## src/rtl/three_op_pkg.sv

```systemverilog
// Shared definitions for the three-operand loader: op encodings, FSM states, default width.
package three_op_pkg;

    localparam int DEF_WIDTH = 8;

    localparam logic [1:0] OP_ADD   = 2'b00;
    localparam logic [1:0] OP_NEG_B = 2'b01;
    localparam logic [1:0] OP_NEG_A = 2'b10;
    localparam logic [1:0] OP_NEG_C = 2'b11;

    typedef enum logic [2:0] {
        HDR = 3'd0,
        LDA = 3'd1,
        LDB = 3'd2,
        LDC = 3'd3,
        EXE = 3'd4,
        OUT = 3'd5
    } state_e;

endpackage

```

## src/rtl/three_op_loader.sv

```systemverilog
// Byte-stream sequencer feeding a combinational three-operand adder and returning its result.
// Optional header reserved-bit checking (hdr_err port) is enabled by THREE_OP_LOADER_HDR_CHECK_EN.
module three_op_loader
    import three_op_pkg::*;
#(
    parameter int WIDTH = DEF_WIDTH,
    parameter int CNT_W = 16
) (
    input  logic             clk,
    input  logic             rst,
    input  logic             in_valid,
    output logic             in_ready,
    input  logic [WIDTH-1:0] in_data,
    output logic [WIDTH-1:0] add_a,
    output logic [WIDTH-1:0] add_b,
    output logic [WIDTH-1:0] add_c,
    output logic [1:0]       add_op,
    input  logic [WIDTH-1:0] add_r,
    input  logic             add_cout,
    output logic             res_valid,
    input  logic             res_ready,
    output logic [WIDTH-1:0] res_data,
    output logic             res_cout,
    output logic [1:0]       res_op,
    output logic [CNT_W-1:0] ops_done
`ifdef THREE_OP_LOADER_HDR_CHECK_EN
    ,
    output logic             hdr_err
`endif
);

    state_e             state_q, state_d;
    logic [WIDTH-1:0]   add_a_q, add_a_d;
    logic [WIDTH-1:0]   add_b_q, add_b_d;
    logic [WIDTH-1:0]   add_c_q, add_c_d;
    logic [1:0]         add_op_q, add_op_d;
    logic               res_valid_q, res_valid_d;
    logic [WIDTH-1:0]   res_data_q, res_data_d;
    logic               res_cout_q, res_cout_d;
    logic [1:0]         res_op_q, res_op_d;
    logic [CNT_W-1:0]   ops_done_q, ops_done_d;
    logic               xfer;

`ifdef THREE_OP_LOADER_HDR_CHECK_EN
    logic               hdr_err_q, hdr_err_d;
    logic               hdr_bad;

    assign hdr_bad = |in_data[WIDTH-1:2];
`endif

    assign in_ready = (state_q == HDR) || (state_q == LDA) ||
                      (state_q == LDB) || (state_q == LDC);
    assign xfer     = in_valid && in_ready;

    always_comb begin
        state_d     = state_q;
        add_a_d     = add_a_q;
        add_b_d     = add_b_q;
        add_c_d     = add_c_q;
        add_op_d    = add_op_q;
        res_valid_d = res_valid_q;
        res_data_d  = res_data_q;
        res_cout_d  = res_cout_q;
        res_op_d    = res_op_q;
        ops_done_d  = ops_done_q;
`ifdef THREE_OP_LOADER_HDR_CHECK_EN
        hdr_err_d   = 1'b0;
`endif
        case (state_q)
            HDR: begin
                if (xfer) begin
`ifdef THREE_OP_LOADER_HDR_CHECK_EN
                    // A bad header is swallowed so the stream can resynchronise on the next byte.
                    if (hdr_bad) begin
                        hdr_err_d = 1'b1;
                    end else begin
                        add_op_d = in_data[1:0];
                        state_d  = LDA;
                    end
`else
                    add_op_d = in_data[1:0];
                    state_d  = LDA;
`endif
                end
            end
            LDA: begin
                if (xfer) begin
                    add_a_d = in_data;
                    state_d = LDB;
                end
            end
            LDB: begin
                if (xfer) begin
                    add_b_d = in_data;
                    state_d = LDC;
                end
            end
            LDC: begin
                if (xfer) begin
                    add_c_d = in_data;
                    state_d = EXE;
                end
            end
            EXE: begin
                // Operands have been stable for a full cycle, so the adder output is settled.
                res_data_d  = add_r;
                res_cout_d  = add_cout;
                res_op_d    = add_op_q;
                res_valid_d = 1'b1;
                state_d     = OUT;
            end
            OUT: begin
                if (res_ready) begin
                    res_valid_d = 1'b0;
                    ops_done_d  = ops_done_q + CNT_W'(1);
                    state_d     = HDR;
                end
            end
            default: begin
                state_d = HDR;
            end
        endcase
    end

    always_ff @(posedge clk) begin
        if (rst) begin
            state_q     <= HDR;
            add_a_q     <= '0;
            add_b_q     <= '0;
            add_c_q     <= '0;
            add_op_q    <= '0;
            res_valid_q <= 1'b0;
            res_data_q  <= '0;
            res_cout_q  <= 1'b0;
            res_op_q    <= '0;
            ops_done_q  <= '0;
`ifdef THREE_OP_LOADER_HDR_CHECK_EN
            hdr_err_q   <= 1'b0;
`endif
        end else begin
            state_q     <= state_d;
            add_a_q     <= add_a_d;
            add_b_q     <= add_b_d;
            add_c_q     <= add_c_d;
            add_op_q    <= add_op_d;
            res_valid_q <= res_valid_d;
            res_data_q  <= res_data_d;
            res_cout_q  <= res_cout_d;
            res_op_q    <= res_op_d;
            ops_done_q  <= ops_done_d;
`ifdef THREE_OP_LOADER_HDR_CHECK_EN
            hdr_err_q   <= hdr_err_d;
`endif
        end
    end

    assign add_a     = add_a_q;
    assign add_b     = add_b_q;
    assign add_c     = add_c_q;
    assign add_op    = add_op_q;
    assign res_valid = res_valid_q;
    assign res_data  = res_data_q;
    assign res_cout  = res_cout_q;
    assign res_op    = res_op_q;
    assign ops_done  = ops_done_q;
`ifdef THREE_OP_LOADER_HDR_CHECK_EN
    assign hdr_err   = hdr_err_q;
`endif

endmodule
```

## config.mk

```make
export PLATFORM = sky130hd
export DESIGN_NAME = three_op_loader
export DESIGN_NICKNAME = d
export VERILOG_FILES = /design/src/rtl/three_op_pkg.sv /design/src/rtl/three_op_loader.sv
export SDC_FILE = /design/constraint.sdc
export NUM_CORES = 1
export LEC_CHECK = 0
export ABC_CLOCK_PERIOD_IN_PS = 2200
export CAP_MARGIN = 20
export CORE_MARGIN = 2
export CORE_UTILIZATION = 35
export CTS_CLUSTER_DIAMETER = 50
export DETAILED_ROUTE_END_ITERATION = 12
export GPL_ROUTABILITY_DRIVEN = 0
export SYNTH_ARGS = -nofsm -noshare
export SYNTH_HDL_FRONTEND = slang
export SYNTH_SLANG_ARGS = --single-unit
```

## constraint.sdc

```tcl
create_clock -name clk -period 2.2 [get_ports clk]
set_input_delay 0.55 -clock clk [delete_from_list [all_inputs] [get_ports clk]]
set_output_delay 0.55 -clock clk [all_outputs]
set_load 0.02 [all_outputs]
```

==> results of run 1 <==
through the flow:
step / setup WS [ps] / area (µm²)
4_1_cts: 61.2 / 3290
6_report: 72.8 / 3290
2_1_floorplan: 435 / 2240
3_3_place_gp: 2.87 / 3090
5_1_grt: 6.44 / 3290
3_5_place_dp: -18.5 / 3090
sequential cells by signal (all words and copies together) (netlist names):
register,count
add_b,8
res_data,8
ops_done,16
add_op,2
res_op,2
res_valid,1
add_a,8
state_q,3
add_c,8
res_cout,1
final cells by class:
class,instances,area (µm²)
Clock buffer,11,141
Inverter,5,18.8
Multi-Input combinational cell,173,1010
Tap cell,77,96.3
Fill cell,610,2990
Sequential cell,57,1140
Timing Repair Buffer,85,821
Clock inverter,5,55.1
worst max-delay path: cells and delay by family, from the launching register on:
family / cells / cell delay (ps)
flip-flops: 1 / 530
buffers and inverters: 2 / 710
power groups by stage:
stage / sequential [W] / clock, W / combinational [W]
3_5_place_dp: 0.00110 / 0 / 0.000189
3_3_place_gp: 0.00110 / 0 / 0.000188
2_1_floorplan: 0.00111 / 0 / 0.0000823
4_1_cts: 0.00107 / 0.000999 / 0.000190
5_1_grt: 0.00108 / 0.00104 / 0.000204
6_report: 0.00107 / 0.000972 / 0.000187
cell usage in the layout, fill, tap and decap left out, types with 6 or more instances in the layout:
master and n:
sky130_fd_sc_hd__dfxtp_1 57, sky130_fd_sc_hd__clkbuf_8 10, sky130_fd_sc_hd__nor3_1 6, sky130_fd_sc_hd__nor2_1 35, sky130_fd_sc_hd__mux2i_1 21, sky130_fd_sc_hd__clkdlybuf4s50_1 74, sky130_fd_sc_hd__xnor2_1 6, sky130_fd_sc_hd__a21oi_1 25
sky130_fd_sc_hd__nand2_1 40, sky130_fd_sc_hd__buf_4 10
worst min path at each step:
stage	startpoint	end	slack, ps	cells past startpoint
detailed placement	add_c[4]	add_c[4]	450	2
global placement	add_c[0]	add_c[0]	440	2
CTS	add_c[4]	add_c[4]	460	2
finish	add_c[4]	add_c[4]	460	2
floorplan	add_a[0]	add_a[0]	530	2
global route	add_c[5]	add_c[5]	470	2
kinds of logic after synthesis:
logic type                 count (synthesis)  share of synthesized area
DFF                                       57                      0.509
AOI/OAI and AO/OA                         29                     0.0681
xor gates and xnor gates                  11                     0.0430
and+or+nand+nor                          109                      0.229
buffers and inverters                     19                     0.0413
muxes                                     23                      0.104
adders and majority gates                  1                    0.00558
metal layers:
metal,global-route usage,share of wire,up-vias
met5,0,0,-
met4,0.0792,0.021,0
met3,0.0762,0.089,11
met2,0.224,0.43,53
met1,0.181,0.46,874
li1,-,-,995
==> reports/metrics.csv, run 1 <==
metric,value,unit
final_hold_viol_count,0,
place_inst,397,
first_iter_violations,61,
grt_max_degree,28,
holdCritPathClass,flop to flop,
fp.coreArea,6280,µm²
reg2reg_from,ops_done[3],
cellPowerDensity,679,nW/µm²
cellInternalPower,0.00170,W
netlist_top_cells_area,"sky130_fd_sc_hd__dfxtp_1 51%, sky130_fd_sc_hd__mux2i_1 9.4%, sky130_fd_sc_hd__nand2_1 6.7%",
max_cap_viol_count,0,
timing.hold.ws,457,ps
timing.final.max_slew_violations,0,
clockPowerShare,0.435,
drive_above_1_share,0.107,
ctsHtreeMaxLevel,3,
synth_most_common_cell,sky130_fd_sc_hd__dfxtp_1,
start_util,0.357,
reg2reg_setup_slack,390,ps
dpl.hpwl,3650,µm
critical_path_class,flop to primary output,
grt_setup_unrepaired,false,
comb_power_share,0.084,
total_switching_power,0.000534,W
ir_worst_vdd,0.000499,V
final_net_count,353,
drt_pass1_iterations,4,
cts_num_sinks,57,
period_needed,2130,ps
synth-edff-count,0,
finalSetupViolations,0,
area_delta_synth_final,46.6,%
critPathMaxStageDelay,570,ps
post-route-drc-count,0,
clk_path_buf_depth,2,
routed-via-count,1933,
synthesis.nets,271,
synthesis.yosys.warnings,0,
required,1650,ps
floorplan.die_area,7060,µm²
worst_slew_pin_slew,377,ps
diodes,0,
syn_inst,249,
netSwitchingFraction,0.239,
cp-startpoint,state_q[2],
io_buffers,75,
fin_clk_skew,9.54,ps
run_status,completed,
totalPowerFinal,0.00223,W
clkTransAtPathRegs,70,ps
startpoint_type,flop,
num_io_pins,76,
post_cts.resized_instances,0,
cp-end-kind,primary output,
setup_total_negative_slack,0,ps
cts-hold-fix-buffers,0,
path_max_fanout,9,
wl,5170,µm
layout.core_utilization,0.524,
clock_latency,340,ps
grt_overflow,0,
post_synth_most_frequent_cells,"57 x sky130_fd_sc_hd__dfxtp_1, 40 x sky130_fd_sc_hd__nand2_1, 35 x sky130_fd_sc_hd__nor2_1",
synth.top_cell.area_share,0.509,
clock-root-buffer,sky130_fd_sc_hd__clkbuf_8,
timing.final.crit_share,0.967,
r2r-end,ops_done[14],
cts_made_buffers,9,
via_per_inst,4.68,
maxSlewHeadroom,0.746,
synthesis.area_per_instance,9.00,µm²
cell_area_after_technology_mapping,2240,µm²
crit_path_end,in_ready,
cts_tree,yes,
share_of_synthesized_area_occupied_by_flip_flops_and_latches,0.509,
cp.arrival,1580,ps
async_flop_share,0,
fin_cells,413,
global_route_wire_length_before_repair,8350,µm
die_x,84.0,µm
crit_slowest_cell,sky130_fd_sc_hd__clkdlybuf4s50_1,
postRouteAntennaNets,0,
timing.fmax,470,MHz
floorplan.rows,29,
p_leak,1.14,nW
share_seq_of_total_power,0.481,
total_routing_usage_gr,0.152,
postSynth.topFlopCell,sky130_fd_sc_hd__dfxtp_1,
r2r.worst_path.cells,4,
post-cts-setup-buffer-count,0,
synth-seq-cells,57,
yosysTopAreaCell,sky130_fd_sc_hd__dfxtp_1,
synth_cell_types,34,
path_cells,"inv_1, clkdlybuf4s50_1",
antenna_found_initial,0,
route.detailed.wl_per_inst,12.5,µm
die_h,84.0,µm
number_of_global_route_vias_before_repair,1802,
Note: power is estimated with default switching activity, not from simulation.
==> run 2: changes to the inputs <==
- SKIP_CTS_REPAIR_TIMING: unset -> 1
==> results of run 2 <==
Final layout, timing and power as in run 1 (identical DEF).
